### src/rtl/rx_cmd_ctrl.sv
// rtl/rx_cmd_ctrl.sv - UART frame command decoder driving register writes and read-back transmit
// Commands: 0xAA addr data -> register write; 0xBB addr -> register read, result sent to TX.
module rx_cmd_ctrl #(
  parameter int width      = 8,
  parameter int addr_width = 4,
  parameter int TIMEOUT    = 16
) (
  input  logic                  CLK,
  input  logic                  Reset,
  input  logic                  Rx_D_VLD,
  input  logic [width-1:0]      Rx_P_Data,
  input  logic                  Rx_error,
  output logic [addr_width-1:0] Reg_Addr,
  output logic [width-1:0]      Reg_WrData,
  output logic                  Reg_WrEn,
  output logic                  Reg_RdEn,
  input  logic [width-1:0]      Reg_RdData,
  input  logic                  Reg_RdData_Valid,
  input  logic                  Tx_Busy,
  output logic [width-1:0]      Tx_P_Data,
  output logic                  Tx_D_VLD,
  output logic                  Frame_error,
  output logic                  Cmd_error,
  output logic                  Rd_timeout
);

  typedef enum logic [2:0] {
    IDLE, WR_ADDR, WR_DATA, WR_EXEC, RD_ADDR, RD_REQ, TX_WAIT, TX_SEND
  } state_t;

  state_t                state, state_nxt;
  logic [7:0]            tmo_cnt, tmo_cnt_nxt;
  logic [addr_width-1:0] addr_nxt;
  logic [width-1:0]      wrdata_nxt, txdata_nxt;
  logic                  frame_err_nxt, cmd_err_nxt, rd_tmo_nxt;
  logic                  good_frame, bad_frame;

  assign good_frame = Rx_D_VLD && !Rx_error;
  assign bad_frame  = Rx_D_VLD && Rx_error;

  always_comb begin
    state_nxt     = state;
    tmo_cnt_nxt   = tmo_cnt;
    addr_nxt      = Reg_Addr;
    wrdata_nxt    = Reg_WrData;
    txdata_nxt    = Tx_P_Data;
    frame_err_nxt = 1'b0;
    cmd_err_nxt   = 1'b0;
    rd_tmo_nxt    = 1'b0;
    case (state)
      IDLE: begin
        if (bad_frame) begin
          frame_err_nxt = 1'b1;
        end else if (good_frame) begin
          if (Rx_P_Data == width'(8'hAA))      state_nxt = WR_ADDR;
          else if (Rx_P_Data == width'(8'hBB)) state_nxt = RD_ADDR;
          else                                 cmd_err_nxt = 1'b1;
        end
      end
      WR_ADDR, RD_ADDR, WR_DATA: begin
        if (bad_frame) begin
          frame_err_nxt = 1'b1;
          state_nxt     = IDLE;
        end else if (good_frame) begin
          if (state == WR_DATA) begin
            wrdata_nxt = Rx_P_Data;
            state_nxt  = WR_EXEC;
          end else begin
            addr_nxt = Rx_P_Data[addr_width-1:0];
            if (state == WR_ADDR) begin
              state_nxt = WR_DATA;
            end else begin
              tmo_cnt_nxt = '0;
              state_nxt   = RD_REQ;
            end
          end
        end
      end
      WR_EXEC: begin
        cmd_err_nxt = Rx_D_VLD;
        state_nxt   = IDLE;
      end
      RD_REQ: begin
        // tmo_cnt holds the number of RD_REQ cycles already spent without an acknowledge
        cmd_err_nxt = Rx_D_VLD;
        if (Reg_RdData_Valid) begin
          txdata_nxt = Reg_RdData;
          state_nxt  = TX_WAIT;
        end else if (tmo_cnt == 8'(TIMEOUT - 1)) begin
          rd_tmo_nxt = 1'b1;
          state_nxt  = IDLE;
        end else begin
          tmo_cnt_nxt = tmo_cnt + 8'd1;
        end
      end
      TX_WAIT: begin
        cmd_err_nxt = Rx_D_VLD;
        if (!Tx_Busy) state_nxt = TX_SEND;
      end
      TX_SEND: begin
        cmd_err_nxt = Rx_D_VLD;
        state_nxt   = IDLE;
      end
      default: state_nxt = IDLE;
    endcase
  end

  // Strobes are registered from the next state so they coincide with the state they belong to.
  always_ff @(posedge CLK) begin
    if (Reset) begin
      state       <= IDLE;
      tmo_cnt     <= '0;
      Reg_Addr    <= '0;
      Reg_WrData  <= '0;
      Tx_P_Data   <= '0;
      Reg_WrEn    <= 1'b0;
      Reg_RdEn    <= 1'b0;
      Tx_D_VLD    <= 1'b0;
      Frame_error <= 1'b0;
      Cmd_error   <= 1'b0;
      Rd_timeout  <= 1'b0;
    end else begin
      state       <= state_nxt;
      tmo_cnt     <= tmo_cnt_nxt;
      Reg_Addr    <= addr_nxt;
      Reg_WrData  <= wrdata_nxt;
      Tx_P_Data   <= txdata_nxt;
      Reg_WrEn    <= (state_nxt == WR_EXEC);
      Reg_RdEn    <= (state_nxt == RD_REQ);
      Tx_D_VLD    <= (state_nxt == TX_SEND);
      Frame_error <= frame_err_nxt;
      Cmd_error   <= cmd_err_nxt;
      Rd_timeout  <= rd_tmo_nxt;
    end
  end

endmodule

### config.mk
export PLATFORM = sky130hd
export DESIGN_NAME = rx_cmd_ctrl
export DESIGN_NICKNAME = d
export VERILOG_FILES = /design/src/rtl/rx_cmd_ctrl.sv
export SDC_FILE = /design/constraint.sdc
export NUM_CORES = 1
export LEC_CHECK = 0
export ABC_AREA = 1
export BUFFER_PORTS_ARGS = -buffer_cell sky130_fd_sc_hd__buf_2
export CORE_MARGIN = 1.5
export CORE_UTILIZATION = 40
export CTS_CLUSTER_SIZE = 16
export DETAILED_ROUTE_END_ITERATION = 10
export RECOVER_POWER = 100
export SYNTH_ARGS = -nofsm -noshare
export SYNTH_HDL_FRONTEND = slang
export SYNTH_SLANG_ARGS = --single-unit
### constraint.sdc
create_clock -name CLK -period 2.63 [get_ports CLK]
set_clock_uncertainty 0.05 [all_clocks]
set_input_delay 0.263 -clock CLK [delete_from_list [all_inputs] [get_ports CLK]]
set_output_delay 0.263 -clock CLK [all_outputs]
set_load 0.01 [all_outputs]
# --- Yosys cells after proc, flatten, opt, wreduce, memory -nomap -nowiden ---
# Cells that the tools add are included.
word_totals:
  regBits: 37
  output_inout_bits: 26
  elab_cells: 76
op_classes:
  add_sub_neg: 1
  n_eq_ne: 19
  muxes: 26
  n_bitwise: 4
  reduce_logical: 15
ops:
  columns: ["cell", "n"]
  rows:
  - ["two-way mux 8 bit", 6]
  - ["two-way mux 3 bit", 11]
  - ["== test 3 bit, second input constant", 6]
  - ["== test 8 bit, second input constant", 2]
  - ["one-hot mux 8 bit (2 select lines)", 1]
  - ["one-hot mux 3 bit (5 select lines)", 1]
  - ["!= test 2 bit, second input constant", 6]
  - ["== test 3 x 2 -> 1 bit, second input constant", 3]
  - ["adder 8 x 1 -> 8 bit, second input constant", 1]
  - ["== test 8 x 4 -> 1 bit, second input constant", 1]
  - ["AND reduction 4 bit", 2]
  - ["OR reduction 4 bit", 2]
  - ["AND reduction 7 bit", 1]
  - ["two-way mux 1 bit", 6]
  - ["OR reduction 3 bit", 2]
  - ["inverter 1 bit", 4]
  - ["OR reduction 2 bit", 2]
  - ["== test 3 x 1 -> 1 bit, second input constant", 1]
  - ["zero test 3 bit", 1]
  - ["logical AND 1 bit", 2]
  - ["one-hot mux 1 bit (2 select lines)", 1]
  - ["AND reduction 2 bit", 1]
  - ["nonzero test 2 bit", 1]
  - ["zero test 1 bit", 1]

# --- Longest topological paths before layout ---
logic_depth:
  ltp_word: 7
  depth_mapped: 9
  ltp_nobuf: 8

# --- Worst setup path after synthesis ---
# Ideal clock, no wire load.
synth_path:
  kind: "register to register"
  start: "register tmo_cnt[0]"
  end: "register tmo_cnt[7]"
  setup_ns: 0.067
  arrival_ns: 1.302
  required_ns: 2.513
  path_slack_ns: 1.210
  path_stages_with_launch: 8
  n_path_buf: 0
  path_cell_list: "dfxtp_1 ha_1 nand3_2 o21ai_2 nand2_2 nand2_4 nand2_1 a21oi_2"
synth_via:
  elab_chain_len: 4
  elab_cells_between_ends: 7
synth_rtl:
  columns: ["element", "line_no", "source"]
  rows:
  - ["from (decl)", "32", "logic [7:0] tmo_cnt, tmo_cnt_nxt;"]
  - ["from (signal assigned)", "124", "tmo_cnt <= tmo_cnt_nxt;"]
  - ["adder 8 x 1 -> 8 bit", "93", "tmo_cnt_nxt = tmo_cnt + 8'd1;"]
  - ["two-way mux 8 bit", "89", "end else if (tmo_cnt == 8'(TIMEOUT - 1)) begin"]
  - ["two-way mux 8 bit", "86", "if (Reg_RdData_Valid) begin"]
  - ["one-hot mux 8 bit (2 select lines)", "50", "case (state)"]
# Parallel ways exist; a longest one is shown, timed or not. The select of a mux whose other input is x is not followed.
# A chain may end at the register's enable or synchronous reset.

# --- Worst setup path in the final report ---
layout_path:
  start: "register tmo_cnt[0]"
  end: "register tmo_cnt[0]"
# Same word-level chain as after synthesis.

==> run_results.csv <==
group,metric,value,unit
logic_synthesis,ys_seq_area_share,43.8,%
critical_path,critPathKind,"flop to flop",
layout,multiInputGateArea,826,um2
timing,max-slew-margin-rel,61.3,%
critical_path,worst_r2r_path_depth,7,
power,pwr-share-seq,51.7,%
layout,regArea,741,um2
power,leakagePower,0.815,nW
logic_synthesis,yosys.area_share.simple,35.2,%
grt,antenna_found_initial,0,
layout,layout.nets,314,
layout,stdcell_count,342,
die,placementRows,23,
power,power_frac_comb,9.8,%
timing,tightest_slew,0.579,ns
placement,io_buffers,47,
worst_hold_path,hp-class,"input pin to flop",
die,start_util,42.0,%
routing,post-route-drc-count,0,
clock_tree,cts_tree,"done",
timing,min_period,1.93,ns
worst_hold_path,min_delay_path_depth,3,
timing,maxSlewViolCount,0,
grt,grt_max_degree,24,
logic_synthesis,synth_nets,265,
clock_tree,clock_latency,0.28,ns
timing,hold_viol,0,
clock_tree,cts_resized,0,
clock_tree,cts-hold-fix-buffers,0,
power,switching_share,24.4,%
routing,postRouteAntennaNets,0,
logic_synthesis,yosysWarnings,0,
critical_path,endpoint_kind,"flop",
power,power.density,551,nW/um2
logic_synthesis,synth-seq-cells,37,
die,die_height,68.0,um
timing,fmax,0.519,GHz
clock_tree,clk_pin_slew,0.07,ns
power,ir_worst_vdd,0.289,mV
placement,gp_congestion,0.880,
clock_tree,clk_path_buf_depth,2,
routing,viasPerCell,4.81,
clock_tree,clkSinkCount,37,
grt,overflow,0,
placement,hpwl,2.80,mm
routing,dr.pass1.iters,4,
die,pin_count,48,
die,coreArea,4030,um2
clock_tree,cts_root_buf,"clkbuf_8",
die,die_area,4620,um2
critical_path,critical_path_required,2.80,ns
logic_synthesis,synth-compound-area-share,12.6,%
run,max-cap-violations,0,
layout,drive_gt1_share,12.0,%
timing,rsz0062_at_grt,"false",
die,die_w,68.0,um
logic_synthesis,synthDistinctLibCells,26,
layout,synthToLayoutAreaGrowth,19.2,%
critical_path,crit_arrival,2.09,ns
logic_synthesis,synth_fa_ha_area_share,0.740,%
logic_synthesis,synth_top_family_by_area,"simple AND/OR/NAND/NOR gates",
clock_tree,post_cts_buffers,0,
clock_tree,h-tree-depth,2,
grt,grt_pass1_vias,1411,
logic_synthesis,yosys.area_share.xor_xnor,1.55,%
timing,setup_ws,0.702,ns
layout,fill_cells,422,
routing,drt-initial-drc-count,87,
layout,n_antenna_cell,0,
logic_synthesis,synth_mux_area_share,0,%
timing,finalSetupViolations,0,
timing,finalCritPeriodShare,73.3,%
critical_path,cp-start-kind,"flop",
logic_synthesis,synth_area,1690,um2
power,clock_power_share,38.5,%
power,power,1.11,mW
power,p_switching,271,uW
layout,final_common_cell,"nand2_1",
power,p_int,841,uW
logic_synthesis,avgSynthCellArea,6.99,um2
critical_path,worstPathMaxFanout,10,
placement,pre_cts_ws,0.848,ns
clock_tree,cts_buffers,5,
run_status,outcome,"complete, no violations",
logic_synthesis,syn-instance-count,242,
placement,dp_cells,334,
routing,wl_per_cell,11.4,um
grt,grt_pass1_wl,6.22,mm
routing,vias,1645,
routing,routed_wirelength,3.89,mm
layout,final_cell_mix,"48 x nand2_1, 47 x nor2_1, 37 x dfxtp_1, 31 x nand3_1, 26 x clkbuf_1",
timing,fin_setup_tns,0,ns
grt,grt_usage,17.9,%
path summary, 6_finish.rpt:
| path | start | endpoint | slack (ns) |
|---|---|---|---|
| max reg2reg | tmo_cnt[0]$_SDFFE_PP0P_ | tmo_cnt[0]$_SDFFE_PP0P_ | 0.70 |
| max | tmo_cnt[0]$_SDFFE_PP0P_ | tmo_cnt[0]$_SDFFE_PP0P_ | 0.70 |
| min reg2reg | Tx_P_Data[6]$_SDFFE_PP0P_ | Tx_P_Data[6]$_SDFFE_PP0P_ | 0.41 |
| min | Tx_Busy | Tx_D_VLD$_SDFF_PP0_ | 0.18 |
cell families (layout without fill, tap and decap cells):
family,Yosys count,in the layout
compound gates,40,40
fa+ha+maj,1,1
buf+inv,26,76
flops,37,37
simple gates,135,135
xor+xnor,3,3
registers in the layout (all words and copies together) (netlist names):
| name | flops |
|---|---|
| Cmd_error | 1 |
| Frame_error | 1 |
| Rd_timeout | 1 |
| Reg_Addr | 4 |
| Reg_RdEn | 1 |
| Reg_WrData | 8 |
| Reg_WrEn | 1 |
| Tx_D_VLD | 1 |
| Tx_P_Data | 8 |
| state | 3 |
| tmo_cnt | 8 |
critical path: stages, from the launching register on:
cell	delay [ns]
dfxtp_1	0.40
ha_1	0.27
nand3_1	0.16
o21ai_0	0.27
nand2_1	0.29
nand2_4	0.22
nand2_1	0.07
a21oi_1	0.13
area by class of cell:
type	count	area share, %
clock buffers	7	4.78
clock inverters	1	0.248
inverters	20	3.72
multi-input cells	179	41.0
flip-flops and latches	37	36.7
well taps	50	3.10
repair buffers	48	10.4
stage by stage:
stage	hold slack, ns	cell area [um2]	util (%)
floorplan	0.291	1690	-
global placement	0.397	1970	48.9
detailed placement	0.402	1970	48.9
CTS	0.164	2070	51.4
global route	0.171	2020	50.0
finish	0.177	2020	50.0
cell usage after synthesis, drive strengths merged:
| library cell | instances | area (um2) |
|---|---|---|
| a21oi | 21 | 109 |
| a31oi | 2 | 12.5 |
| buf | 2 | 12.5 |
| clkbuf | 4 | 15.0 |
| dfxtp | 37 | 741 |
| ha | 1 | 12.5 |
| inv | 20 | 75.1 |
| nand2 | 50 | 213 |
| nand3 | 31 | 160 |
| nand4 | 1 | 6.26 |
| nor2 | 48 | 190 |
| nor3 | 4 | 20.0 |
| o21ai | 16 | 83.8 |
| o21bai | 1 | 7.51 |
| or2 | 1 | 6.26 |
| xnor2 | 1 | 8.76 |
| xor2 | 2 | 17.5 |
power by group through the flow:
stage / sequential (mW) / clock (mW) / combinational, mW
6_report: 0.575 / 0.428 / 0.109
5_1_grt: 0.576 / 0.466 / 0.123
4_1_cts: 0.575 / 0.446 / 0.113
3_5_place_dp: 0.588 / 0 / 0.113
3_3_place_gp: 0.588 / 0 / 0.114
2_1_floorplan: 0.591 / 0 / 0.0678
metal layers:
metal | share of wire [%] | global-route usage, %
met1 | 50 | 23.2
met5 | 0 | 0
met4 | 0.51 | 6.00
met3 | 3.5 | 4.93
met2 | 46 | 28.5
(Power assumes the default switching activity.)
